**src/rtl/dsp_pipe_ce_ctrl_if.sv**
```systemverilog
// Valid/ready handshake bundle between the DSP pipe controller,
// its upstream operand source and its downstream result sink.
interface dsp_pipe_ce_ctrl_if;
  logic s_valid;
  logic s_ready;
  logic m_valid;
  logic m_ready;

  modport master (
    output s_valid,
    input  s_ready,
    input  m_valid,
    output m_ready
  );

  modport slave (
    input  s_valid,
    output s_ready,
    output m_valid,
    input  m_ready
  );
endinterface

```
**src/rtl/dsp_pipe_ce_ctrl.sv**
```systemverilog
// Clock-enable controller for the DSP pipeline registers.
// Optional stall counter: define DSP_PIPE_STALL_CNT_EN.
module dsp_pipe_ce_ctrl #(
  parameter int NUM_STAGES = 4,
  parameter int OCC_W      = 5
) (
  input  logic                  CLK,
  input  logic                  rst_a,
  dsp_pipe_ce_ctrl_if.slave     hs,
  output logic [NUM_STAGES-1:0] ce,
  input  logic                  flush,
  input  logic                  drain,
  output logic                  drain_done,
  output logic [OCC_W-1:0]      occupancy,
  output logic                  busy,
  output logic [15:0]           stall_cnt
);

  typedef enum logic [1:0] {
    IDLE,
    RUN,
    DRAIN,
    DONE
  } state_t;

  state_t r_state;
  state_t w_state_nxt;

  logic [NUM_STAGES-1:0] r_v;
  logic [NUM_STAGES-1:0] w_chain;
  logic [OCC_W-1:0]      r_occ;
  logic [OCC_W-1:0]      w_occ_nxt;
  logic                  r_done;
  logic                  w_acc_en;
  logic                  w_acc;
  logic                  w_out;

  // enable ripples back from the output: a stage moves if it is
  // empty or the stage after it moves, which collapses bubbles
  always_comb begin
    w_chain = '0;
    w_chain[NUM_STAGES-1] = !r_v[NUM_STAGES-1] | hs.m_ready;
    for (int k = NUM_STAGES-2; k >= 0; k--) begin
      w_chain[k] = !r_v[k] | w_chain[k+1];
    end
  end

  // flush freezes every stage; drain/done block new operands
  assign ce       = flush ? '0 : w_chain;
  assign w_acc_en = !flush & !drain &
                    ((r_state == IDLE) | (r_state == RUN));
  assign hs.s_ready = ce[0] & w_acc_en;
  assign hs.m_valid = r_v[NUM_STAGES-1];
  assign w_acc      = hs.s_valid & hs.s_ready;
  assign w_out      = hs.m_valid & hs.m_ready;

  // stage valid bits advance under their own enable
  always_ff @(posedge CLK or posedge rst_a) begin
    if (rst_a) begin
      r_v <= '0;
    end else if (flush) begin
      r_v <= '0;
    end else begin
      if (ce[0]) r_v[0] <= w_acc;
      for (int k = 1; k < NUM_STAGES; k++) begin
        if (ce[k]) r_v[k] <= r_v[k-1];
      end
    end
  end

  // occupancy tracks accepts minus consumed results
  always_comb begin
    w_occ_nxt = r_occ;
    if (flush) begin
      w_occ_nxt = '0;
    end else if (w_acc & !w_out) begin
      w_occ_nxt = r_occ + OCC_W'(1);
    end else if (!w_acc & w_out) begin
      w_occ_nxt = r_occ - OCC_W'(1);
    end
  end

  // occupancy register
  always_ff @(posedge CLK or posedge rst_a) begin
    if (rst_a) r_occ <= '0;
    else       r_occ <= w_occ_nxt;
  end

  // control FSM next state; flush abandons any drain
  always_comb begin
    w_state_nxt = r_state;
    if (flush) begin
      w_state_nxt = IDLE;
    end else begin
      unique case (r_state)
        IDLE: begin
          if (drain)
            w_state_nxt = (w_occ_nxt == '0) ? DONE : DRAIN;
          else if (w_acc)
            w_state_nxt = RUN;
        end
        RUN: begin
          if (drain)
            w_state_nxt = (w_occ_nxt == '0) ? DONE : DRAIN;
          else if (w_occ_nxt == '0)
            w_state_nxt = IDLE;
        end
        DRAIN: begin
          if (w_occ_nxt == '0) w_state_nxt = DONE;
        end
        DONE: begin
          if (!drain) w_state_nxt = IDLE;
        end
        default: w_state_nxt = IDLE;
      endcase
    end
  end

  // state register; done pulses only on entry into DONE,
  // so holding drain high in DONE gives no repeat pulse
  always_ff @(posedge CLK or posedge rst_a) begin
    if (rst_a) begin
      r_state <= IDLE;
      r_done  <= 1'b0;
    end else begin
      r_state <= w_state_nxt;
      r_done  <= (w_state_nxt == DONE) & (r_state != DONE);
    end
  end

  assign drain_done = r_done;
  assign occupancy  = r_occ;
  assign busy       = (r_occ != '0) | (r_state != IDLE);

`ifdef DSP_PIPE_STALL_CNT_EN
  logic [15:0] r_stall;

  // count cycles a result waits on downstream, saturating
  always_ff @(posedge CLK or posedge rst_a) begin
    if (rst_a) begin
      r_stall <= '0;
    end else if (flush) begin
      r_stall <= '0;
    end else if (hs.m_valid & !hs.m_ready &
                 (r_stall != 16'hFFFF)) begin
      r_stall <= r_stall + 16'd1;
    end
  end

  assign stall_cnt = r_stall;
`else
  assign stall_cnt = 16'h0000;
`endif

endmodule
```
**src/flat_wrapper.sv**
```systemverilog
// flat-port wrapper written by rule: the top's interface ports become plain ports
module dsp_pipe_ce_ctrl_flat 
#(
  parameter int NUM_STAGES = 4,
  parameter int OCC_W      = 5
)
  (CLK, rst_a, ce, flush, drain, drain_done, occupancy, busy, stall_cnt, hs_s_valid, hs_s_ready, hs_m_valid, hs_m_ready);
  dsp_pipe_ce_ctrl_if hs_i ();
  input  logic CLK;
  input  logic rst_a;
  output logic [NUM_STAGES-1:0] ce;
  input  logic flush;
  input  logic drain;
  output logic drain_done;
  output logic [OCC_W-1:0] occupancy;
  output logic busy;
  output logic [15:0] stall_cnt;
  input wire logic [$bits(hs_i.s_valid)-1:0] hs_s_valid;
  output wire logic [$bits(hs_i.s_ready)-1:0] hs_s_ready;
  output wire logic [$bits(hs_i.m_valid)-1:0] hs_m_valid;
  input wire logic [$bits(hs_i.m_ready)-1:0] hs_m_ready;
  assign hs_i.s_valid = hs_s_valid;
  assign hs_s_ready = hs_i.s_ready;
  assign hs_m_valid = hs_i.m_valid;
  assign hs_i.m_ready = hs_m_ready;
  dsp_pipe_ce_ctrl #(.NUM_STAGES(NUM_STAGES), .OCC_W(OCC_W)) u_core (.CLK(CLK), .rst_a(rst_a), .hs(hs_i), .ce(ce), .flush(flush), .drain(drain), .drain_done(drain_done), .occupancy(occupancy), .busy(busy), .stall_cnt(stall_cnt));
endmodule
```
**config.mk**
```make
export PLATFORM = sky130hd
export DESIGN_NAME = dsp_pipe_ce_ctrl_flat
export DESIGN_NICKNAME = d
export VERILOG_FILES = /design/src/rtl/dsp_pipe_ce_ctrl_if.sv /design/src/rtl/dsp_pipe_ce_ctrl.sv /design/src/flat_wrapper.sv
export SDC_FILE = /design/constraint.sdc
export NUM_CORES = 1
export LEC_CHECK = 0
export CAP_MARGIN = 20
export CORE_ASPECT_RATIO = 0.75
export CORE_MARGIN = 2
export CORE_UTILIZATION = 44
export CTS_CLUSTER_DIAMETER = 150
export DETAILED_ROUTE_END_ITERATION = 8
export PLACE_DENSITY_LB_ADDON = 0.15
export SETUP_SLACK_MARGIN = 0.02
export SYNTH_ARGS = -nofsm -noshare
export SYNTH_HDL_FRONTEND = slang
export SYNTH_SLANG_ARGS = --single-unit
```
**constraint.sdc**
```tcl
create_clock -name CLK -period 2.5 [get_ports CLK]
set_input_delay 0.75 -clock CLK [delete_from_list [all_inputs] [get_ports CLK]]
set_output_delay 0.75 -clock CLK [all_outputs]
set_load 0.01 [all_outputs]
```
# After elaboration in Yosys (flattened, before gate mapping)
# Cells that the tools add are included.
[op_classes] bitwise_logic=14 n_reduce_logical=16 n_mux=18 n_eq_ne=5 n_addsub=2
[ops] op="$mux W5" n=3
[ops] op="$mux W2" n=7
[ops] op="$reduce_bool A2 Y1" n=5
[ops] op="$and A1 B1 Y1" n=8
[ops] op="$logic_not A1 Y1" n=8
[ops] op="$mux W4" n=2
[ops] op="$pmux W2 S4" n=1
[ops] op="$eq A2 B2 Y1 const B" n=3
[ops] op="$or A1 B1 Y1" n=6
[ops] op="$add A5 B1 Y5 const B" n=1
[ops] op="$logic_not A5 Y1" n=1
[ops] op="$mux W1" n=5
[ops] op="$reduce_bool A5 Y1" n=1
[ops] op="$sub A5 B1 Y5 const B" n=1
[ops] op="$eq A2 B1 Y1 const B" n=1
[ops] op="$logic_not A2 Y1" n=1
[ops] op="$ne A2 B2 Y1 const B" n=1
[word_totals] elab_cells=62 regBits=12

# Depth between registers and ports, before layout
# Gate-level depths: netlist of run 1.
[logic_depth] depth_word=20 ltp_mapped=8 depth_no_buf=8

# Least setup slack after synthesis of run 1
# Ideal clock, no wire load.
[synth_timing] kind="input port to flip-flop" startpoint="input port flush" endpoint="register u_core.r_state[0]" setup_ps=82 cell_stages=7 setup_slack_ps=4 path_buffers=1 arrival_time_ps=2413 required_ps=2418 path_cell_list="buf_6 nor4b_4 a21boi_2 a21oi_1 or3_1 or4_1 a31oi_1"
[synth_via] elab_chain_len=15 elab_cells_between_ends=21 classes_between="mux (12); bitwise (6); reduce/logical (3)"
[synth_rtl] item="start: declaration" line="flat_wrapper.sv:12" text="input logic flush;"
[synth_rtl] item="$logic_not A1 Y1" line="dsp_pipe_ce_ctrl.sv:50" text="assign w_acc_en = !flush & !drain &"
[synth_rtl] item="$and A1 B1 Y1 (2 in series)" line="dsp_pipe_ce_ctrl.sv:50"
[synth_rtl] item="$and A1 B1 Y1" line="dsp_pipe_ce_ctrl.sv:52" text="assign hs.s_ready = ce[0] & w_acc_en;"
[synth_rtl] item="$and A1 B1 Y1" line="dsp_pipe_ce_ctrl.sv:54" text="assign w_acc = hs.s_valid & hs.s_ready;"
[synth_rtl] item="$logic_not A1 Y1" line="dsp_pipe_ce_ctrl.sv:78" text="end else if (!w_acc & w_out) begin"
[synth_rtl] item="$and A1 B1 Y1" line="dsp_pipe_ce_ctrl.sv:78"
[synth_rtl] item="$mux W5" line="dsp_pipe_ce_ctrl.sv:78"
[synth_rtl] item="$mux W5" line="dsp_pipe_ce_ctrl.sv:76" text="end else if (w_acc & !w_out) begin"
[synth_rtl] item="$mux W5" line="dsp_pipe_ce_ctrl.sv:74" text="if (flush) begin"
[synth_rtl] item="$logic_not A5 Y1"
[synth_rtl] item="$mux W2 / $mux W1 (equally long branches)" line="dsp_pipe_ce_ctrl.sv:105, dsp_pipe_ce_ctrl.sv:98, dsp_pipe_ce_ctrl.sv:104"
[synth_rtl] item="$mux W2 (on tied branches)" line="dsp_pipe_ce_ctrl.sv:103, dsp_pipe_ce_ctrl.sv:97"
[synth_rtl] item="$pmux W2 S4" line="dsp_pipe_ce_ctrl.sv:95" text="unique case (r_state)"
[synth_rtl] item="$mux W2 *" line="dsp_pipe_ce_ctrl.sv:92" text="if (flush) begin"
[synth_rtl] item="net u_core.w_state_nxt[0]" line="dsp_pipe_ce_ctrl.sv:27" text="state_t w_state_nxt;"
[synth_rtl] item="end signal: assignment" line="dsp_pipe_ce_ctrl.sv:126" text="r_state <= w_state_nxt;"
[synth_rtl] item="end: declaration" line="dsp_pipe_ce_ctrl.sv:26" text="state_t r_state;"
# The timed path passes the listed nets; every way through them passes the cells marked *.
# A chain may end at the register's enable or synchronous reset.

# Worst setup path after layout of run 1
[layout_timing] startpoint="input port hs_m_ready" endpoint="output port ce[0]"
[layout_via] elab_chain_len=5
[layout_rtl] item="start: declaration" line="flat_wrapper.sv:21" text="input wire logic [$bits(hs_i.m_ready)-1:0] hs_m_ready;"
[layout_rtl] item="$or A1 B1 Y1" line="dsp_pipe_ce_ctrl.sv:42" text="w_chain[NUM_STAGES-1] = !r_v[NUM_STAGES-1] | hs.m_ready;"
[layout_rtl] item="$or A1 B1 Y1 (3 in series)" line="dsp_pipe_ce_ctrl.sv:44" text="w_chain[k] = !r_v[k] | w_chain[k+1];"
[layout_rtl] item="$mux W4" line="dsp_pipe_ce_ctrl.sv:49" text="assign ce = flush ? '0 : w_chain;"
[layout_rtl] item="end: declaration" line="flat_wrapper.sv:11" text="output logic [NUM_STAGES-1:0] ce;"
# Every way passes these cells.

==> metrics.txt, run 1 <==
hold buffer count at cts 0; share of layout cells above drive strength 1 34.0%; Synth top area share 30.3%; clock tree root driver cell clkbuf_4; final WL 2.45 mm; Max Clk Rate 0.419 GHz; Die Height 45.1 um; CP max FO 4; fill count 172; DIE AREA 2650 sq um; num rows 14; startpoint types input port; Synth Area in Compound Gates 17.3%; routed vias 944; leading post-synthesis cells by cell area dfrtp_1, buf_4, nor2_1; pin count of the biggest net entering global routing 13; Post-Synth Simple-Gate Area 25.7%; vias in the first global route 824; post-synthesis adder-cell area fraction 3.79%; max_cap viols 0; most frequent cells after synthesis nor2_1, buf_4, dfrtp_1; largest family of logic cells by synthesized area simple AND/OR/NAND/NOR gates; Clk Latency, worst-skew pair 0.28 ns; Hold Path Origin u_core.r_v[1]; sequential area share after synthesis 30.3%; Post-Synth XOR/XNOR Area 3.54%; crit share post-route 95.4%; PortBufs 18; flop2flop setup slack 0.21 ns; Detail Route Antenna Nets 0; Area Growth Syn to Fin 39.8%; Avg WL per Cell 13.4 um; leakage power 0.658 nW; global-route wire length before repair 3.84 mm; share of flip-flops with an asynchronous set or reset 100%; number of synthesis warnings 0; endpoints failing hold 0; RSZ-0062 raised after global routing no; CP top delay family buffers and inverters; EDFF count, synth 0; fin crit period 2.38 ns; Placement Setup Slack -0.622 ns; Crit. Startpoint hs_m_ready; run status finished with violations; clk sinks 12; Final Worst Setup Slack 0.116 ns; initial DRC count 41; Vias per Instance 5.16; Cells after Synth 112; Ports 35; cells along the critical path buf_2 > and4b_4 > a21oi_4 > buf_4 > clkdlybuf4s15_2; pwr/cell area 366 nW/um^2; slowest stage delay, CP 0.35 ns; failing checks DRC; multi-input gate area in the final layout 616 sq um; Total GRT Usage 19.6%; Setup Viol. Count Final 0; Setup crit end kind primary output; Hold WC Path Type flip-flop to flip-flop; TritonCTS clock tree done; clock tree buffer depth 2; antenna diode count 0; post-synthesis cell type count 43; Reg area 300 sq um; Die X 58.8 um; DPL Wire Length 1.83 mm; CP arrival 1.63 ns; Starting Density 47.9%; Final Max Tran Viols 0; core outline area 2070 sq um; CTS HTree Levels 1; required time worst endpoint 1.75 ns; cell with the most instances after synthesis nor2_1; top_reg_cell synth dfrtp_1; Yosys top cell by area dfrtp_1; worst path bufs/invs 3; Initial DRT Pass Iterations 6; Post-Syn Area 990 sq um; WHS 0.541 ns; Avg Cell Area, Syn 8.84 sq um; mux share of post-synthesis cell area 2.53%; Congestion Overflow GR 0; synthesized flop and latch total 12; final net count 169; slowest CP cell and4b_4; Setup CP Type input port to primary output; clock skew 0.00276 ns; initial antenna violation count 0; Placer Congestion 0.868; FF-to-FF Start u_core.occupancy[0]; clock-pin slew on the worst setup and hold paths 0.08 ns; Num CTS Buffers 3; DRC 4; VDD IR max 0.240 mV
[layout make-up]
type                            instances  area share, %
Inverter                                6           1.63
Multi-Input combinational cell         90           44.5
Timing Repair Buffer                   47           27.4
Sequential cell                        12           21.7
Tap cell                               24           2.17
Clock buffer                            4           2.62
[logic make-up (layout without fill, tap and decap cells)]
| family | count (synthesis) | count (layout) |
|---|---|---|
| AOI/OAI and AO/OA | 22 | 22 |
| other | 1 | 16 |
| adders and majority gates | 3 | 3 |
| xor gates and xnor gates | 4 | 4 |
| DFF | 12 | 12 |
| buffers and inverters | 25 | 57 |
| and+or+nand+nor | 43 | 43 |
| muxes | 2 | 2 |
[registers in the layout, summed over array words and instances, names as in the netlist]
signal and count:
u_core.occupancy 5, u_core.drain_done 1, u_core.r_v 4, u_core.r_state 2
[timing repair]
action                                 in CTS  in global routing
resized for setup                          21                  9
endpoints found under the hold margin       0                  0
gates cloned                                0                  0
setup endpoints to repair                   7                  4
pin swaps                                   3                  5
setup buffers                               2                  1
[path summary, 6_finish.rpt]
check / depth (start not counted) / end
setup / recovery: 5 / ce[0]
hold / removal: 2 / u_core.r_v[2]
setup reg to reg: 8 / u_core.r_state[0]
hold reg to reg: 2 / u_core.r_v[2]
max in group asynchronous: 2 / u_core.occupancy[3]
min in group asynchronous: 2 / u_core.r_v[1]
[per-layer routing]
layer	global-route usage, %	vias up	routed length (um)
met5	0	-	0
met4	6.82	0	19
met3	3.44	2	132
met2	30.7	33	1120
met1	27.6	454	1180
li1	-	455	-
[power breakdown]
part | internal (mW) | switching (mW)
Combinational | 0.0663 | 0.0667
Sequential | 0.202 | 0.0101
Clock | 0.0887 | 0.0731
[through the flow]
stage | utilization, % | cells | total power, mW | setup TNS, ns | area [sq um]
2_1_floorplan | - | 127 | 0.299 | 0 | 1050
3_3_place_gp | 63.4 | 176 | 0.343 | -3.42 | 1310
3_5_place_dp | 63.4 | 176 | 0.346 | -3.59 | 1310
4_1_cts | 66.5 | 182 | 0.510 | 0 | 1370
5_1_grt | 66.9 | 183 | 0.534 | 0 | 1380
6_report | 66.9 | 183 | 0.507 | 0 | 1380
[cells in the final DEF (no fill, tap or decap), drive strengths merged, types with 3 or more instances in the layout]
cell | synthesis | final
a21oi | 8 | 8
buf | 18 | 31
clkbuf | 1 | 6
clkdlybuf4s50 | 0 | 9
conb | 1 | 16
dfrtp | 12 | 12
dlygate4sd2 | 0 | 3
ha | 3 | 3
inv | 6 | 6
nand2 | 5 | 5
nand4 | 3 | 3
nor2 | 19 | 19
o311ai | 3 | 3
xnor2 | 3 | 3
[worst min-delay path, delay by kind of cell, from the launching register on]
| kind | cells | cell delay [ns] |
|---|---|---|
| compound gates | 1 | 0.05 |
| flops | 1 | 0.38 |
| simple gates | 1 | 0.07 |
(Power assumes the default switching activity.)
==> run 2: changes to the inputs <==
GPL_ROUTABILITY_DRIVEN = 0   (was not set)
==> results of run 2 <==
No change in the layout: final DEF, timing and power equal those of run 1.
